<file path="config.mk">
export PLATFORM = sky130hd
export DESIGN_NAME = sram_req_adapter
export DESIGN_NICKNAME = d
export VERILOG_FILES = /design/src/rtl/sram_req_adapter.sv
export SDC_FILE = /design/constraint.sdc
export NUM_CORES = 1
export LEC_CHECK = 0
export ABC_AREA = 1
export CAP_MARGIN = 20
export CORE_ASPECT_RATIO = 0.8
export CORE_MARGIN = 2
export CORE_UTILIZATION = 45
export DETAILED_ROUTE_END_ITERATION = 10
export GPL_TIMING_DRIVEN = 0
export PLACE_DENSITY = 0.73
export SLEW_MARGIN = 15
export SYNTH_ARGS = -nofsm -noshare
export SYNTH_HDL_FRONTEND = slang
export SYNTH_SLANG_ARGS = --single-unit
</file>
<file path="constraint.sdc">
create_clock -name Clk_CI -period 12.3 [get_ports Clk_CI]
set_clock_uncertainty 0.15 [all_clocks]
set_input_delay 1.23 -clock Clk_CI [delete_from_list [all_inputs] [get_ports Clk_CI]]
set_output_delay 1.23 -clock Clk_CI [all_outputs]
set_load 0.01 [all_outputs]
</file>
<file path="src/rtl/sram_req_adapter.sv">
// Valid/ready request front end for SyncSpRamBeNx64 with credit-limited response FIFO.
// Define SRAM_REQ_ADAPTER_WRITE_ACK_EN to also return in-order write acknowledgements.
module sram_req_adapter #(
  parameter int ADDR_WIDTH = 10,
  parameter int OUT_REGS   = 0,
  parameter int RSP_DEPTH  = 4
) (
  input  logic                  Clk_CI,
  input  logic                  Rst_RI,
  input  logic                  ReqValid_SI,
  output logic                  ReqReady_SO,
  input  logic                  ReqWrite_SI,
  input  logic [7:0]            ReqBEn_SI,
  input  logic [ADDR_WIDTH-1:0] ReqAddr_DI,
  input  logic [63:0]           ReqWrData_DI,
  output logic                  RspValid_SO,
  input  logic                  RspReady_SI,
  output logic [63:0]           RspRdData_DO,
  output logic                  RspWrite_SO,
  output logic                  RamCSel_SO,
  output logic                  RamWrEn_SO,
  output logic [7:0]            RamBEn_SO,
  output logic [ADDR_WIDTH-1:0] RamAddr_DO,
  output logic [63:0]           RamWrData_DO,
  input  logic [63:0]           RamRdData_DI,
  output logic                  Idle_SO
);

  localparam int L  = 1 + OUT_REGS;
  localparam int CW = $clog2(RSP_DEPTH + 1);
  localparam int PW = (RSP_DEPTH > 1) ? $clog2(RSP_DEPTH) : 1;

  logic            ready_q;
  logic [CW-1:0]   outst_q;
  logic [CW-1:0]   outst_d;
  logic [L-1:0]    pipe_v_q;
  logic [L-1:0]    pipe_w_q;
  logic [63:0]     fifo_data_q [RSP_DEPTH];
  logic [PW-1:0]   wr_ptr_q;
  logic [PW-1:0]   rd_ptr_q;
  logic [CW-1:0]   fill_q;

  logic            accept;
  logic            exit_v;
  logic            exit_w;
  logic            push;
  logic            pop;
  logic            wr_exit;
  logic [63:0]     push_data;

  function automatic logic [PW-1:0] ptr_inc(
    input logic [PW-1:0] p
  );
    return (p == PW'(RSP_DEPTH - 1)) ? '0 : p + 1'b1;
  endfunction

  assign accept = ReqValid_SI & ready_q;

  assign RamCSel_SO   = accept;
  assign RamWrEn_SO   = accept & ReqWrite_SI;
  assign RamBEn_SO    = (accept & ReqWrite_SI)
                        ? ReqBEn_SI : 8'h00;
  assign RamAddr_DO   = ReqAddr_DI;
  assign RamWrData_DO = ReqWrData_DI;

  assign exit_v = pipe_v_q[L-1];
  assign exit_w = pipe_w_q[L-1];
  assign pop    = (fill_q != '0) & RspReady_SI;

`ifdef SRAM_REQ_ADAPTER_WRITE_ACK_EN
  logic fifo_wr_q [RSP_DEPTH];

  assign push      = exit_v;
  assign push_data = exit_w ? 64'h0 : RamRdData_DI;
  assign wr_exit   = 1'b0;

  always_ff @(posedge Clk_CI or posedge Rst_RI) begin
    if (Rst_RI) begin
      for (int i = 0; i < RSP_DEPTH; i++)
        fifo_wr_q[i] <= 1'b0;
    end else if (push) begin
      fifo_wr_q[wr_ptr_q] <= exit_w;
    end
  end

  assign RspWrite_SO = fifo_wr_q[rd_ptr_q];
`else
  // Writes leave silently; their credit is released as they exit.
  assign push        = exit_v & ~exit_w;
  assign push_data   = RamRdData_DI;
  assign wr_exit     = exit_v & exit_w;
  assign RspWrite_SO = 1'b0;
`endif

  assign outst_d = outst_q
                 + CW'(accept)
                 - CW'(pop)
                 - CW'(wr_exit);

  always_ff @(posedge Clk_CI or posedge Rst_RI) begin
    if (Rst_RI) begin
      ready_q  <= 1'b0;
      outst_q  <= '0;
      pipe_v_q <= '0;
      pipe_w_q <= '0;
      wr_ptr_q <= '0;
      rd_ptr_q <= '0;
      fill_q   <= '0;
    end else begin
      ready_q     <= (outst_d < CW'(RSP_DEPTH));
      outst_q     <= outst_d;
      pipe_v_q[0] <= accept;
      pipe_w_q[0] <= accept & ReqWrite_SI;
      for (int i = 1; i < L; i++) begin
        pipe_v_q[i] <= pipe_v_q[i-1];
        pipe_w_q[i] <= pipe_w_q[i-1];
      end
      if (push)
        wr_ptr_q <= ptr_inc(wr_ptr_q);
      if (pop)
        rd_ptr_q <= ptr_inc(rd_ptr_q);
      fill_q <= fill_q + CW'(push) - CW'(pop);
    end
  end

  always_ff @(posedge Clk_CI or posedge Rst_RI) begin
    if (Rst_RI) begin
      for (int i = 0; i < RSP_DEPTH; i++)
        fifo_data_q[i] <= 64'h0;
    end else if (push) begin
      fifo_data_q[wr_ptr_q] <= push_data;
    end
  end

  assign ReqReady_SO  = ready_q;
  assign RspValid_SO  = (fill_q != '0);
  assign RspRdData_DO = fifo_data_q[rd_ptr_q];
  assign Idle_SO      = (outst_q == '0);

  a_no_overflow: assert property (
    @(posedge Clk_CI) disable iff (Rst_RI)
    !(push && fill_q == CW'(RSP_DEPTH))
  );

endmodule
</file>
==> metrics.md, run 1 <==
| Metric | Value |
|---|---|
| Final Hold Vio Count | `0` |
| Mean Syn Cell Area | `~8.8 um^2` |
| Reg2Reg Depth | `9` |
| Post-Syn Nets | `1649` |
| DP HPWL | `25.0 mm` |
| Iteration-0 DRC Markers | `between 800 and 900` |
| Final Util | `0.589` |
| Starting Density | `0.462` |
| Max-slew violations | `0` |
| RD Place Congestion | `0.825` |
| Post-route ant nets | `0` |
| Final nets | `between 1500 and 2000` |
| Tot Pwr | `4.46 mW` |
| Rel. slew slack | `0.537` |
| Synth cell types | `26` |
| Clock buffer depth | `3` |
| Post-DR wirelength/cell | `16.8 um` |
| Synth area leader | `dfrtp_1` |
| Total CTS buffers | `27` |
| Via Count | `roughly 11000` |
| Number of global-route vias before repair | `~11000` |
| Final setup fails | `0` |
| Final setup TNS | `0 ns` |
| Hold Path Class | `reg2reg` |
| Top cells by area, synth | `dfrtp_1, nand2_1, o21ai_2, o21ai_0, o21ai_1` |
| CTS tree | `yes` |
| Most common cell after layout, fill and taps aside | `nand2_1` |
| PwrDens | `266 nW/um^2` |
| Status | `finished clean` |
| Die Ht | `~160 um` |
| Fin cells | `2130` |
| Cts hold-fix bufs | `0` |
| Unrepaired setup endpoints after global routing | `false` |
| R2R Setup Slk | `9.99 ns` |
| Most frequent cells in the layout | `nand2_1, dfrtp_1, clkdlybuf4s50_1` |
| Vias per inst | `5.15` |
| Critical-path cell list | `buf_2, buf_4, clkbuf_1, nor2_1, o21ai_0, clkdlybuf4s50_1` |
| FP Rows | `between 50 and 60` |
| Worst hold start | `fifo_data_q[43]` |
| Postcts setup bufs | `0` |
| CP peak stage delay | `0.63 ns` |
| Leak | `7.95 nW` |
| Post-Synthesis Cells | `approximately 1500` |
| Hold Path Depth | `2` |
| # H-tree levels | `1` |
| Dpl cells | `2086` |
| Crit path kind | `reg2out` |
| Tmin final | `4.32 ns` |
| Sequential area share after synthesis | `0.512` |
| Layout cell share with drive strength beyond 1 | `0.169` |
| Overall Global Routing Usage | `0.232` |
| Startpoint Class | `flip-flop` |
| Grt total ovfl | `0` |
| Diode count | `0` |
| DRC | `0` |
| Layout area overhead | `27.6%` |
| Max Clk Rate | `around 230 MHz` |
| # fillers | `2552` |
| Resize count post-CTS | `0` |
| Tcrit/Tclk final | `0.351` |
| Clock Latency Late Sink | `0.53 ns` |
| CP required | `10.92 ns` |
| Worst-Margin Slew | `0.695 ns` |
| Sink Count | `~270` |
| Die W | `195 um` |
| YS warnings | `0` |
| Clock-pin slew on the worst setup and hold paths | `0.06 ns` |
| First-pass detailed-route iteration total | `7` |
| MaxCap Viol Count | `0` |
| Synthesized flop and latch total | `269` |
| Crit Path Max Fanout | `10` |
| Post-synth top area share | `0.512` |
| RR Endpoint | `fill_q[2]` |
| Initial antenna violation count | `0` |
| Worst vdd ir | `0.145 mV` |
| Pin count of the biggest net entering global routing | `106` |
| Core region area | `28500 um^2` |
| Port bufs | `227` |
| WP data arrival | `2.94 ns` |
| Crit end category | `output pin` |
| Reg-to-reg startpoint | `exit_w` |
| Mapped cell area | `13200 um^2` |
| Crit path max-delay cell type | `clkdlybuf4s50_1` |
| WP buf/inv | `4` |
| I/O pin total | `303` |
| Delay-heaviest family, CP | `buffers and inverters` |
| CTS Root Cell | `clkbuf_16` |
| Area of the die | `30600 um^2` |
| First-pass GRT wire length | `roughly 57 mm` |
| Post-Route WL | `35.8 mm` |
| Hold EP | `fifo_data_q[43]` |
power breakdown:
| part | internal [mW] | leakage [nW] | switching, mW |
|---|---|---|---|
| sequential | 1.33 | 3.24 | 0.227 |
| clock | 0.462 | 0.413 | 0.333 |
| combinational | 0.951 | 4.30 | 1.15 |
| total | 2.75 | 7.95 | 1.71 |
cell usage after synthesis:
cell type,number
buf_2,8
nor3_1,1
dfrtp_1,269
clkbuf_1,31
nor2_4,1
inv_2,1
xnor2_1,2
buf_6,54
or2_2,1
nand3b_1,1
inv_1,88
fa_1,1
nand2_4,4
o21ai_0,188
o21ai_2,108
o21ai_1,155
clkbuf_2,1
ha_1,10
nor2_1,202
a21oi_1,1
xor2_1,1
buf_1,1
nand2_1,276
nand3_1,2
buf_4,79
conb_1,1
per-stage QoR:
stage | setup WS [ns] | hold WS, ns | area (um^2)
after global placement | 0.187 | 0.308 | 15900
final | 7.98 | 0.326 | 16800
after detailed placement | 8.12 | 0.313 | 16000
after global routing | 7.87 | 0.343 | 16800
after floorplan | 3.51 | 0.300 | 13200
after CTS | 8.00 | 0.327 | 16800
flip-flops by register name (all words and copies together), names as in the netlist:
| signal | cells |
|---|---|
| ReqReady_SO | 1 |
| wr_ptr_q | 2 |
| outst_q | 3 |
| fifo_data_q | 256 |
| fill_q | 3 |
| rd_ptr_q | 2 |
| exit_v | 1 |
| exit_w | 1 |
cells by family after synthesis:
logic type      Yosys count  share of synthesized area
simple gates            488                      0.143
compound gates          452                      0.203
flops                   269                      0.512
buf+inv                 263                      0.129
fa+ha+maj                11                     0.0110
xor+xnor                  3                    0.00200
other cells               1                   0.000285
tightest hold or removal path, cell delays in order, from the launching register on:
cell and delay [ns]:
dfrtp_1 0.33, nand2_1 0.06, o21ai_2 0.05
metal layers:
layer  track usage  vias up  routed length [um]
met4        0.0560        0                 736
met5             0        -                   0
met2         0.370      403               16400
li1              -     5257                   -
met1         0.336     5253               16200
met3        0.0358       54                2390
worst max-delay path by stage:
stage	slack, ns	depth (start not counted)	to	startpoint
floorplan	3.51	1	ReqReady_SO	Rst_RI
global placement	0.19	2	fifo_data_q[233]	Rst_RI
detailed placement	8.12	6	RamBEn_SO[0]	ReqValid_SI
CTS	8.00	7	RspRdData_DO[32]	rd_ptr_q[0]
global route	7.87	7	RspRdData_DO[32]	rd_ptr_q[0]
finish	7.98	6	RspRdData_DO[53]	rd_ptr_q[0]
area by class of cell:
cell class | instances | area, um^2 | share of cell area
Multi-Input combinational cell | 955 | 4720 | 0.281
Clock inverter | 3 | 40.0 | 0.00238
Buffer | 174 | 1370 | 0.0814
Sequential cell | 269 | 6730 | 0.401
Tap cell | 370 | 463 | 0.0276
Inverter | 89 | 342 | 0.0203
Timing Repair Buffer | 229 | 2330 | 0.139
Clock buffer | 41 | 798 | 0.0475
Power figures use the tool's default switching activity.
==> inputs of run 2 (changes only) <==
Clock period 12.3 ns to 4.44 ns, I/O delays scaled along.
==> run 2 against run 1 <==
Via count down 0.67%. Critical path depth stayed put. Sequential power rose to 2.8 times the previous value. Global-route usage about the same. Flip-flop and latch count unchanged. Worst hold slack got worse by 0.20 ns. Sequential share of layout area is 0.39 points lower. Die area stayed put.
==> metrics.md, run 2 (synthesized netlist as in run 1, its figures left out) <==
| Metric | Value |
|---|---|
| Status | `finished clean` |
| Tcrit/Tclk final | `0.803` |
| Port bufs | `227 (unchanged)` |
| Reg-to-reg startpoint | `exit_w` |
| PwrDens | `729 nW/um^2 (+170%)` |
| MaxCap Viol Count | `0 (unchanged)` |
| Worst-Margin Slew | `0.732 ns (+0.0366 ns)` |
| Total CTS buffers | `27 (unchanged)` |
| Worst vdd ir | `0.375 mV (+160%)` |
| Crit path max-delay cell type | `clkdlybuf4s50_1` |
| CTS Root Cell | `clkbuf_16` |
| Biggest registers after layout | `fifo_data_q: 256 flops, fill_q: 3 flops, outst_q: 3 flops` |
| I/O pin total | `303 (unchanged)` |
| Post-route ant nets | `0 (unchanged)` |
| Area of the die | `30600 um^2 (unchanged)` |
| Critical-path cell list | `inv_1, buf_2, clkbuf_1, o21ai_0, o21ai_0, clkdlybuf4s50_1` |
| Overall Global Routing Usage | `0.232 (about the same)` |
| # fillers | `2453 (-3.9%)` |
| Max Clk Rate | `281 MHz` |
| Number of global-route vias before repair | `10600 (+0.14%)` |
| Initial antenna violation count | `0 (unchanged)` |
| Area of the multi-input gates | `4720 um^2 (unchanged)` |
| First-pass GRT wire length | `57.1 mm (+0.24%)` |
| DRC | `0 (unchanged)` |
| Crit Path Max Fanout | `10 (unchanged)` |
| Max FFs per register | `256 (unchanged)` |
| Reg2Reg Depth | `9 (unchanged)` |
| Die Ht | `157 um (unchanged)` |
| CP peak stage delay | `0.61 ns (-0.02 ns)` |
| Pin count of the biggest net entering global routing | `37 (-65%)` |
| Final setup fails | `0 (unchanged)` |
| Starting Density | `0.462 (unchanged)` |
| Largest Register | `fifo_data_q` |
| Worst setup startpoint | `rd_ptr_q[1]` |
| Unrepaired setup endpoints after global routing | `false` |
| Final nets | `1914 (+0.37%)` |
| Final Hold Vio Count | `0 (unchanged)` |
| Iteration-0 DRC Markers | `905 (+4.1%)` |
| Register area | `6730 um^2 (unchanged)` |
| WP data arrival | `2.97 ns (+0.03 ns)` |
| Leak | `8.02 nW (+0.91%)` |
| Worst hold slack | `0.126 ns (-0.200 ns)` |
| Sink Count | `269 (unchanged)` |
| Core region area | `28500 um^2 (unchanged)` |
| RD Place Congestion | `0.831 (+0.74%)` |
| Hold Path Class | `in2async` |
| FP Rows | `55 (unchanged)` |
| Startpoint Class | `flip-flop` |
| Crit path kind | `reg2out` |
| DP HPWL | `25.4 mm (+1.5%)` |
| Cts hold-fix bufs | `0 (unchanged)` |
| Crit end category | `output pin` |
| Layout area overhead | `28.9%` |
| Critical path's most frequent cell | `o21ai_0` |
| CP required | `3.85 ns (-7.07 ns)` |
| # H-tree levels | `1 (unchanged)` |
| Most common cell after layout, fill and taps aside | `nand2_1` |
| Layout cell share with drive strength beyond 1 | `0.176 (+0.00742)` |
| Clock buffer depth | `3 (unchanged)` |
| Tmin final | `3.56 ns` |
| Vias per inst | `5.09 (-1.2%)` |
| Via Count | `10900 (-0.67%)` |
| Tot Pwr | `12.4 mW (+180%)` |
| Grt total ovfl | `0 (unchanged)` |
| First-pass detailed-route iteration total | `5 (-2)` |
| Final Util | `0.595 (+0.00580)` |
| Clock-pin slew on the worst setup and hold paths | `0.06 ns (about the same)` |
| Rel. slew slack | `0.512 (-0.0244)` |
| Postcts setup bufs | `0 (unchanged)` |
| Post-DR wirelength/cell | `16.6 um (-0.98%)` |
| Clock Latency Late Sink | `0.54 ns (about the same)` |
| Max-slew violations | `0 (unchanged)` |
| Post-Route WL | `35.6 mm (-0.42%)` |
| Most frequent cells in the layout | `nand2_1, dfrtp_1, clkdlybuf4s50_1` |
| Die W | `195 um (unchanged)` |
| Resize count post-CTS | `0 (unchanged)` |
| CTS tree | `yes` |
[run 2: changes by cell type in the layout (fill, tap and decap cells not counted), sizes merged]
cell	previous run	this run
clkinv	2	8
buf	144	151
clkbuf	73	67
diode	0	1
clkinvlp	0	4
[run 2: final timing paths]
check	slack [ns]	endpoint
max	0.88	RspRdData_DO[24]
min	0.13	fifo_data_q[205]
max reg2reg	2.13	fill_q[2]
min reg2reg	0.33	fifo_data_q[132]
max in group asynchronous	2.60	fifo_data_q[236]
min in group Clk_CI	0.33	fifo_data_q[132]
[run 2: where the power goes]
group | switching (mW) | internal, mW
Combinational | 3.18 | 2.65
Sequential | 0.631 | 3.69
Clock | 0.955 | 1.26
[run 2: final cells by class]
type	instances	area share
diodes	1	0.000148
flip-flops and latches	269	0.397
clock buffers	35	0.0446
inverters	89	0.0199
clock inverters	13	0.00598
repair buffers	236	0.146
well taps	370	0.0273
multi-input cells	955	0.279
plain buffers	174	0.0806
[run 2: per-layer routing]
layer	share of wire	vias up	track usage
met1	0.47	5218	0.339
met2	0.46	366	0.375
li1	-	5273	-
met4	0.013	0	0.0433
met3	0.056	36	0.0326
met5	0	-	0
[run 2: worst max-delay path, delay by kind of cell (launching register included)]
| kind | cells | cell delay (ns) |
|---|---|---|
| buffers and inverters | 4 | 1.49 |
| AOI/OAI and AO/OA | 2 | 0.55 |
| DFF | 1 | 0.39 |
[run 2: through the flow]
stage          std cells  cell area (um^2)  worst slack (ns)  TNS [ns]
2_1_floorplan       1487             13200             0.293         0
5_1_grt             2141             17000             0.745         0
4_1_cts             2141             17000             0.933         0
3_5_place_dp        2093             16100              1.53         0
3_3_place_gp        2084             15900             -1.64   -434.13
6_report            2142             17000             0.876         0
==> inputs of run 3 (changes only) <==
Clock period 4.44 ns to 3.5 ns, I/O delays scaled along.
==> run 3 against run 2 <==
Utilization about the same. Register-to-register slack worse by 0.93 ns. Sequential share of layout area about the same. Flip-flop and latch count unchanged. Sequential power up 27%. Largest cell class unchanged. Via count up 0.31%. Critical path depth unchanged. First-iteration DRC count down 5.6%. Combinational power up 27%. Highest routed layer unchanged.
==> metrics.md, run 3 (synthesized netlist as in run 1, its figures left out) <==
| Metric | Value |
|---|---|
| CTS tree | `yes` |
| Rel. slew slack | `0.577 (+0.0644)` |
| Fin cells | `2142 (unchanged)` |
| Worst vdd ir | `0.476 mV (+27%)` |
| Crit path max-delay cell type | `clkdlybuf4s50_1` |
| Port bufs | `227 (unchanged)` |
| Largest Register | `fifo_data_q` |
| Sink Count | `269 (unchanged)` |
| Crit end category | `output pin` |
| WP data arrival | `2.93 ns (-0.04 ns)` |
| Max-slew violations | `0 (unchanged)` |
| # H-tree levels | `1 (unchanged)` |
| Reg2Reg Depth | `9 (unchanged)` |
| Pin count of the biggest net entering global routing | `37 (unchanged)` |
| Placed cell areas | `16100 um^2 (unchanged)` |
| Number of global-route vias before repair | `10600 (unchanged)` |
| Total CTS buffers | `27 (unchanged)` |
| PwrDens | `925 nW/um^2 (+27%)` |
| Tmin final | `between 3 and 4 ns` |
| Clock-pin slew on the worst setup and hold paths | `0.06 ns (about the same)` |
| Vias per inst | `5.10 (+0.31%)` |
| Leak | `8.03 nW (+0.14%)` |
| First-pass GRT wire length | `57.1 mm (unchanged)` |
| Biggest registers after layout | `fifo_data_q: 256 flops, fill_q: 3 flops, outst_q: 3 flops` |
| Most common cell after layout, fill and taps aside | `nand2_1` |
| Layout cell share with drive strength beyond 1 | `0.178 (+0.00226)` |
| Unrepaired setup endpoints after global routing | `false` |
| Worst slack, placed | `0.682 ns (-0.846 ns)` |
| I/O pin total | `303 (unchanged)` |
| Worst hold slack | `0.0316 ns (-0.0948 ns)` |
| RR Endpoint | `fill_q[2]` |
| Layout area overhead | `28.9% (about the same)` |
| Postcts setup bufs | `0 (unchanged)` |
| Reg-to-reg startpoint | `exit_w` |
| Die W | `195 um (unchanged)` |
| Area of the multi-input gates | `4720 um^2 (unchanged)` |
| R2R Setup Slk | `1.20 ns (-0.93 ns)` |
| Max Clk Rate | `292 MHz` |
| # fillers | `2449 (-0.16%)` |
| Setup ws final | `0.0732 ns (-0.803 ns)` |
| Grt total ovfl | `0 (unchanged)` |
| Initial antenna violation count | `0 (unchanged)` |
| Final Hold Vio Count | `0 (unchanged)` |
| Dpl cells | `2093 (unchanged)` |
| RD Place Congestion | `0.831 (unchanged)` |
| Core region area | `28500 um^2 (unchanged)` |
| Overall Global Routing Usage | `0.232 (unchanged)` |
| Max FFs per register | `256 (unchanged)` |
| MaxCap Viol Count | `0 (unchanged)` |
| Worst-Margin Slew | `0.635 ns (-0.0967 ns)` |
| Clock buffer depth | `3 (unchanged)` |
| Hold Path Class | `in2async` |
| Post-Route WL | `35.6 mm (about the same)` |
| Area of the die | `30600 um^2 (unchanged)` |
| Critical-path cell list | `buf_2, buf_4, clkbuf_1, nor2_1, o21ai_0, clkdlybuf4s50_1` |
| Iteration-0 DRC Markers | `854 (-5.6%)` |
| Tcrit/Tclk final | `0.979` |
| Crit path kind | `reg2out` |
| CP required | `3.00 ns (-0.85 ns)` |
| Startpoint Class | `flip-flop` |
| Final setup fails | `0 (unchanged)` |
| Die Ht | `157 um (unchanged)` |
| Post-route ant nets | `0 (unchanged)` |
| CP peak stage delay | `0.64 ns (+0.03 ns)` |
| Final nets | `1914 (unchanged)` |
| Via Count | `10900 (+0.31%)` |
| Register area | `6730 um^2 (unchanged)` |
| Starting Density | `0.462 (unchanged)` |
| Post-DR wirelength/cell | `16.6 um (about the same)` |
| DP HPWL | `25.4 mm (unchanged)` |
| First-pass detailed-route iteration total | `5 (unchanged)` |
| Clock Latency Late Sink | `0.54 ns (about the same)` |
| Crit Path Max Fanout | `10 (unchanged)` |
| CTS Root Cell | `clkbuf_16` |
| DRC | `0 (unchanged)` |
| Final Instance Area | `17000 um^2 (about the same)` |
| FP Rows | `55 (unchanged)` |
| Most frequent cells in the layout | `nand2_1, dfrtp_1, clkdlybuf4s50_1` |
| Status | `finished clean` |
[run 3: what timing repair did]
action                                  CTS  global route
endpoints found under the setup margin    0             4
gates resized for setup                   0             8
hold buffers                              0             0
[run 3: metrics by stage]
| stage | power, mW | TNS, ns | utilization |
|---|---|---|---|
| 2_1_floorplan | 9.80 | -148.88 | - |
| 3_5_place_dp | 12.9 | 0 | 0.565 |
| 6_report | 15.7 | 0 | 0.595 |
| 4_1_cts | 15.7 | 0 | 0.595 |
| 5_1_grt | 16.9 | 0 | 0.595 |
| 3_3_place_gp | 12.6 | -661.71 | 0.558 |
[run 3: final cells by class]
class / instances / share of cell area
sequential: 269 / 0.397
multi-input combinational: 955 / 0.278
timing repair buffer: 236 / 0.146
buffer: 174 / 0.0809
clock buffer: 35 / 0.0446
tap: 370 / 0.0273
inverter: 89 / 0.0199
clock inverter: 13 / 0.00598
antenna: 1 / 0.000148
[run 3: worst max-delay path: cells and delay by family, from the launching register on]
family	cells	cell delay (ns)
flops	1	0.35
compound gates	1	0.43
buf+inv	4	1.50
simple gates	1	0.10
[run 3: worst max-delay path by stage]
stage / startpoint / end / cells after the start
final: rd_ptr_q[0] / RspRdData_DO[48] / 6
after global routing: rd_ptr_q[0] / RspRdData_DO[48] / 6
after CTS: rd_ptr_q[1] / RspRdData_DO[24] / 6
after detailed placement: rd_ptr_q[1] / RspRdData_DO[24] / 6
after global placement: Rst_RI / fifo_data_q[173] / 2
after floorplan: Rst_RI / ReqReady_SO / 1
[run 3: routing by layer]
| layer | track usage | wire (um) |
|---|---|---|
| met5 | 0 | 0 |
| met4 | 0.0433 | 502 |
| met3 | 0.0326 | 2030 |
| met2 | 0.375 | 16400 |
| met1 | 0.339 | 16700 |
[run 3: where the power goes]
part	internal (mW)	switching, mW	leakage, nW
Combinational	3.37	4.03	4.37
Clock	1.59	1.22	0.423
Sequential	4.68	0.800	3.24
Total	9.64	6.05	8.03
